--- src/rtl/vppm_period_estimator.sv ---
// vppm_period_estimator
//
// Upstream stage of the VPPM demodulator. During the preamble it measures the
// symbol period of VppmIn in clk cycles. It averages NUM_PERIODS consecutive
// periods that agree with a reference period within a tolerance, then freezes
// the result and raises a lock flag. The output is the average period minus 2,
// because the demodulator's sample counter runs 0..signalFrequency+1.
//
// Optional feature (macro LOSS_OF_LOCK_EN):
//   defined   - in LOCKED, a gap of 4x the locked period with no rising edge
//               drops the lock and returns to IDLE.
//   undefined - LOCKED is held until rst_n.
//
// Ports:
//   clk             in   system clock
//   rst_n           in   asynchronous active-low reset
//   VppmIn          in   raw VPPM line, asynchronous to clk
//   signalFrequency out  [31:0] averaged period - 2, frozen while locked
//   freqAvailable   out  lock flag, high while signalFrequency is valid
//   periodCount     out  [24:0] live clocks since last accepted rise (debug)
module vppm_period_estimator #(
  parameter int NUM_PERIODS = 4,
  parameter int TOL_SHIFT   = 3,
  parameter int MIN_PERIOD  = 8,
  parameter int MAX_PERIOD  = 24'hFFFFFF,
  parameter int SYNC_STAGES = 2
) (
  input  logic        clk,
  input  logic        rst_n,
  input  logic        VppmIn,
  output logic [31:0] signalFrequency,
  output logic        freqAvailable,
  output logic [24:0] periodCount
);

  localparam int CNT_W  = 25;
  localparam int AVG_SH = $clog2(NUM_PERIODS);
  localparam int ACC_W  = CNT_W + AVG_SH;
  localparam int N_W    = AVG_SH + 1;

  localparam logic [CNT_W-1:0] C_MAX  = CNT_W'(MAX_PERIOD);
  localparam logic [CNT_W-1:0] C_MIN  = CNT_W'(MIN_PERIOD);
  localparam logic [N_W-1:0]   C_NUMP = N_W'(NUM_PERIODS);

  typedef enum logic [1:0] {
    S_IDLE    = 2'd0,
    S_MEASURE = 2'd1,
    S_LOCKED  = 2'd2
  } state_t;

  // Larger minus smaller, so the difference never goes negative.
  function automatic logic [CNT_W-1:0] f_abs_diff(input logic [CNT_W-1:0] a,
                                                  input logic [CNT_W-1:0] b);
    return (a > b) ? (a - b) : (b - a);
  endfunction

  // Mean of the accumulated periods; NUM_PERIODS is a power of two.
  function automatic logic [CNT_W-1:0] f_average(input logic [ACC_W-1:0] acc);
    logic [ACC_W-1:0] v_sh;
    v_sh = acc >> AVG_SH;
    return v_sh[CNT_W-1:0];
  endfunction

  logic [SYNC_STAGES-1:0] r_sync;
  logic                   r_sync_d;
  logic [CNT_W-1:0]       r_cnt;
  logic [CNT_W-1:0]       r_ref;
  logic [ACC_W-1:0]       r_acc;
  logic [N_W-1:0]         r_n;
  state_t                 r_state;

  logic                   w_rise;
  logic                   w_sat;
  logic                   w_in_range;
  logic                   w_tol_ok;
  logic [CNT_W-1:0]       w_avg;

  // Synchroniser chain followed by the edge-detect flop.
  always_ff @(posedge clk or negedge rst_n) begin
    if (!rst_n) begin
      r_sync   <= '0;
      r_sync_d <= 1'b0;
    end else begin
      r_sync   <= {r_sync[SYNC_STAGES-2:0], VppmIn};
      r_sync_d <= r_sync[SYNC_STAGES-1];
    end
  end

  assign w_rise = r_sync[SYNC_STAGES-1] & ~r_sync_d;

  // Period counter: restarts at 1 on every rise, parks at MAX_PERIOD.
  always_ff @(posedge clk or negedge rst_n) begin
    if (!rst_n) begin
      r_cnt <= '0;
    end else if (w_rise) begin
      r_cnt <= CNT_W'(1);
    end else if (r_cnt < C_MAX) begin
      r_cnt <= r_cnt + CNT_W'(1);
    end
  end

  // r_cnt still holds the just-finished period P in the rise cycle.
  assign w_sat      = (r_cnt == C_MAX);
  assign w_in_range = (r_cnt >= C_MIN) && (r_cnt <= (C_MAX - CNT_W'(1)));
  assign w_tol_ok   = (f_abs_diff(r_cnt, r_ref) <= (r_ref >> TOL_SHIFT));
  assign w_avg      = f_average(r_acc);

`ifdef LOSS_OF_LOCK_EN
  logic [CNT_W-1:0] r_lock_per;
  logic [CNT_W+1:0] w_lol_x4;
  logic [CNT_W-1:0] w_lol_limit;
  logic             w_lol;

  assign w_lol_x4    = {r_lock_per, 2'b00};
  assign w_lol_limit = (w_lol_x4 >= {2'b00, C_MAX}) ? C_MAX : w_lol_x4[CNT_W-1:0];
  assign w_lol       = (r_cnt >= w_lol_limit);

  always_ff @(posedge clk or negedge rst_n) begin
    if (!rst_n) begin
      r_lock_per <= '0;
    end else if (r_state == S_MEASURE && r_n == C_NUMP) begin
      r_lock_per <= w_avg;
    end
  end
`endif

  always_ff @(posedge clk or negedge rst_n) begin
    if (!rst_n) begin
      r_state         <= S_IDLE;
      r_ref           <= '0;
      r_acc           <= '0;
      r_n             <= '0;
      signalFrequency <= '0;
      freqAvailable   <= 1'b0;
    end else begin
      case (r_state)
        S_IDLE: begin
          if (w_rise) begin
            r_state <= S_MEASURE;
            r_acc   <= '0;
            r_n     <= '0;
          end
        end
        S_MEASURE: begin
          if (r_n == C_NUMP) begin
            r_state         <= S_LOCKED;
            signalFrequency <= 32'(w_avg) - 32'd2;
            freqAvailable   <= 1'b1;
          end else if (w_rise) begin
            if (r_n == '0) begin
              // First period after a (re)start becomes the reference.
              if (w_in_range) begin
                r_ref <= r_cnt;
                r_acc <= ACC_W'(r_cnt);
                r_n   <= N_W'(1);
              end
            end else if (w_in_range && w_tol_ok) begin
              r_acc <= r_acc + ACC_W'(r_cnt);
              r_n   <= r_n + N_W'(1);
            end else begin
              // Outlier: this edge is the new start, reference re-taken.
              r_acc <= '0;
              r_n   <= '0;
            end
          end else if (w_sat) begin
            r_state <= S_IDLE;
            r_acc   <= '0;
            r_n     <= '0;
          end
        end
        S_LOCKED: begin
          // Data edges sit at 0 or T/2 offsets, so no tolerance check here.
`ifdef LOSS_OF_LOCK_EN
          if (!w_rise && w_lol) begin
            r_state         <= S_IDLE;
            signalFrequency <= '0;
            freqAvailable   <= 1'b0;
          end
`endif
        end
        default: r_state <= S_IDLE;
      endcase
    end
  end

  assign periodCount = r_cnt;

endmodule
--- config.mk ---
export PLATFORM = sky130hd
export DESIGN_NAME = vppm_period_estimator
export DESIGN_NICKNAME = d
export VERILOG_FILES = /design/src/rtl/vppm_period_estimator.sv
export SDC_FILE = /design/constraint.sdc
export NUM_CORES = 1
export LEC_CHECK = 0
export ABC_CLOCK_PERIOD_IN_PS = 8300
export BUFFER_PORTS_ARGS = -buffer_cell sky130_fd_sc_hd__buf_2
export CORE_MARGIN = 5
export CORE_UTILIZATION = 40
export CTS_CLUSTER_SIZE = 25
export DETAILED_ROUTE_END_ITERATION = 8
export PLACE_DENSITY = 0.53
export RECOVER_POWER = 25
export SLEW_MARGIN = 20
export SYNTH_ARGS = -nofsm -noshare
export SYNTH_HDL_FRONTEND = slang
export SYNTH_SLANG_ARGS = --single-unit
export TNS_END_PERCENT = 20
--- constraint.sdc ---
create_clock -name clk -period 8.3 [get_ports clk]
set_input_delay 0 -clock clk [delete_from_list [all_inputs] [get_ports clk]]
set_output_delay 0 -clock clk [all_outputs]
set_load 0.01 [all_outputs]
==> reports/metrics.csv <==
metric,value,unit
status,"finished, violations left",
violations,"max-capacitance violations, max-slew violations",
maxSlewHeadroom,-146.6,%
ys_seq_area_share,29.36,%
core-area,23470,µm²
yosysWarnings,0,
synth_compound_area_share,22.17,%
die_h,164.5,µm
rrSetupSlack,1.25,ns
synth_top_area_share,29.36,%
syn_inst,1155,
cts.sinks,112,
synth_seq_cells,112,
post_cts_resized,0,
drv_cap,1,
worst_pin_slew,3.699,ns
period_share,84.90,%
leakage,4.762,nW
fmax,0.1419,GHz
required,8.58,ns
regArea,2803,µm²
synth_mux_area_share,1.416,%
synth_top_family_by_area,compound AO/OA/AOI/OAI gates,
post_dp_cell_area,10070,µm²
syn_nets,1262,
antenna_found_initial,0,
holdCritStartpoint,VppmIn,
final_util,44.15,%
synth_simple_gate_area_share,19.62,%
post_cts_buffers,0,
hold_end,r_sync[0]$_DFF_PN0_,
grtUsageTotal,21.37,%
drc,0,
netlist_top_cells_area,"dfrtp_1, ha_1, xnor2_1, a21oi_1, o21ai_0",
syn_to_final_growth,8.573,%
antenna_cells,0,
finalSetupViolations,0,
vias,8406,
period_minus_slack,7.047,ns
hold_viol,0,
drt_iter0_markers,518,
clkLatencyLatePin,0.37,ns
hold_buffers,2,
finalPower,2.985,mW
syn_avg_cell_area,8.264,µm²
cts_buffers,9,
die_area,27050,µm²
fillCellCount,2416,
rr_worst_depth,21,
grt_pass1_wl,45560,µm
grt_pass1_vias,8234,
fin_skew,0.01802,ns
hold-path-cell-count,2,
pre_cts_slack,1.321,ns
path_max_fanout,23,
final_common_cell,dfrtp_1,
fin_tns_setup,0,ns
slew_viol_final,67,
cts_tree,done,
grt_max_degree,67,
fin_hold_ws,0.2950,ns
wire_per_inst,18.67,µm
root_buffer,clkbuf_16,
drt_wl_total,28200,µm
final_cell_mix,"dfrtp_1, nand2_1, ha_1",
dp_cells,1492,
hp-class,primary input to register,
synth_fa_ha_area_share,13.87,%
ys.flop_type,dfrtp_1,
powerDensity,288.1,nW/µm²
synth_cell_types,73,
layout-drive-gt1-share,8.732,%
finish.instance_area,10360,µm²
synth_area,9545,µm²
drt.antenna.violating_nets,0,
reg2reg_from,periodCount[18]$_DFFE_PN0P_,
end_kind,register,
cts_max_level,3,
gp_congestion,0.9169,
dp_hpwl,21840,µm
clkTransAtPathRegs,0.09,ns
peakVddDrop,0.1405,mV
cts_buffer_depth,2,
finalWorstSetupSlack,1.253,ns
path_class,register to register,
timing.rr.end,r_acc[4]$_DFFE_PN0P_,
via_per_inst,5.567,
num_rows,56,
synth-edff-count,0,
nNetsFinal,1293,
grt-ovfl-total,0,
io_buffer_count,60,
yosysTopAreaCell,dfrtp_1,
synthArstFlopShare,100.0,%
rsz0062_at_grt,false,
layout.cells.non_filler,1510,
arrival,7.32,ns
initial_core_util,40.67,%
first_pass_iters,5,
multi_input_area,6211,µm²
boundaryPins,61,
critPathLaunchType,register,
die_w,164.5,µm
synthXorXnorAreaFrac,7.707,%
## Yosys cell counts (all sizes together) (3+ instances only)
library cell  instances
a211o                 8
a211oi               15
a21o                 22
a21oi               100
a221oi                5
a311oi                4
a31oi                 9
and2                  5
and3                  7
and4                  5
buf                  25
clkbuf               30
dfrtp               112
fa                    3
ha                  101
inv                  72
mux2                  4
mux2i                 9
nand2               106
nand2b               12
nand3                32
nand3b                3
nand4                21
nor2                 91
nor2b                10
nor3                 41
nor4                 12
o211ai                8
o21a                 12
o21ai               114
o21bai               10
o22ai                 4
o31ai                 9
or2                   7
or3                   8
or4                  11
xnor2                59
xor2                 25
## layout make-up
class / count / area share, %
Tap cell: 319 / 3.851
Multi-Input combinational cell: 915 / 59.93
Clock inverter: 6 / 0.5433
Timing Repair Buffer: 75 / 3.682
Inverter: 73 / 2.644
Sequential cell: 112 / 27.04
Clock buffer: 10 / 2.306
## worst max path at each step
stage	start	end	slack (ns)	cells after the start
2_1_floorplan	periodCount[12]$_DFFE_PN0P_	r_acc[25]$_DFFE_PN0P_	2.65	24
3_3_place_gp	periodCount[9]$_DFFE_PN0P_	r_acc[4]$_DFFE_PN0P_	1.52	21
3_5_place_dp	periodCount[9]$_DFFE_PN0P_	r_acc[4]$_DFFE_PN0P_	1.32	21
4_1_cts	periodCount[9]$_DFFE_PN0P_	r_acc[4]$_DFFE_PN0P_	1.28	21
5_1_grt	periodCount[17]$_DFFE_PN0P_	r_acc[13]$_DFFE_PN0P_	0.63	21
6_report	periodCount[18]$_DFFE_PN0P_	r_acc[4]$_DFFE_PN0P_	1.25	21
## registers in the layout, indices dropped and copies added, names as in the netlist
name and flops:
r_acc 27, signalFrequency 26, periodCount 25, r_ref 25, r_n 3, r_state 2
r_sync 2, freqAvailable 1, r_sync_d 1
## power breakdown
group	internal [mW]	switching (mW)
logic	0.836	1.11
registers	0.567	0.0164
clock network	0.221	0.235
total	1.62	1.36
## worst max-delay path, stage by stage, from the launching register on
cell      delay, ns
dfrtp_1        0.48
inv_1          0.19
ha_1           0.55
nand4_2        0.24
or4_1          0.58
or3_1          0.41
o211ai_2       0.30
mux2i_1        0.30
a311oi_1       0.51
o22ai_1        0.14
xor2_1         0.17
ha_1           0.31
nand4_1        0.16
or3_1          0.39
nor4_1         0.37
a211oi_1       0.09
nor4_1         0.42
o211ai_1       0.15
o32ai_1        0.58
nand2_1        0.11
buf_4          0.25
o31ai_1        0.26
## logic make-up (layout without fill, tap and decap cells)
| family | Yosys count | after routing |
|---|---|---|
| XOR/XNOR | 84 | 84 |
| multiplexers | 13 | 13 |
| AO/OA/AOI/OAI | 342 | 342 |
| buffers and inverters | 128 | 164 |
| flip-flops | 112 | 112 |
| AND/OR/NAND/NOR | 372 | 372 |
| adder cells (fa/ha/maj) | 104 | 104 |
## layer usage
metal	wire length, µm	part of all wire (%)	track usage, %
met5	0	0	0
met1	13150	47	29.53
met2	13100	46	35.27
met4	657	2.3	5.974
met3	1291	4.6	2.770
Note: power is estimated with default switching activity, not from simulation.
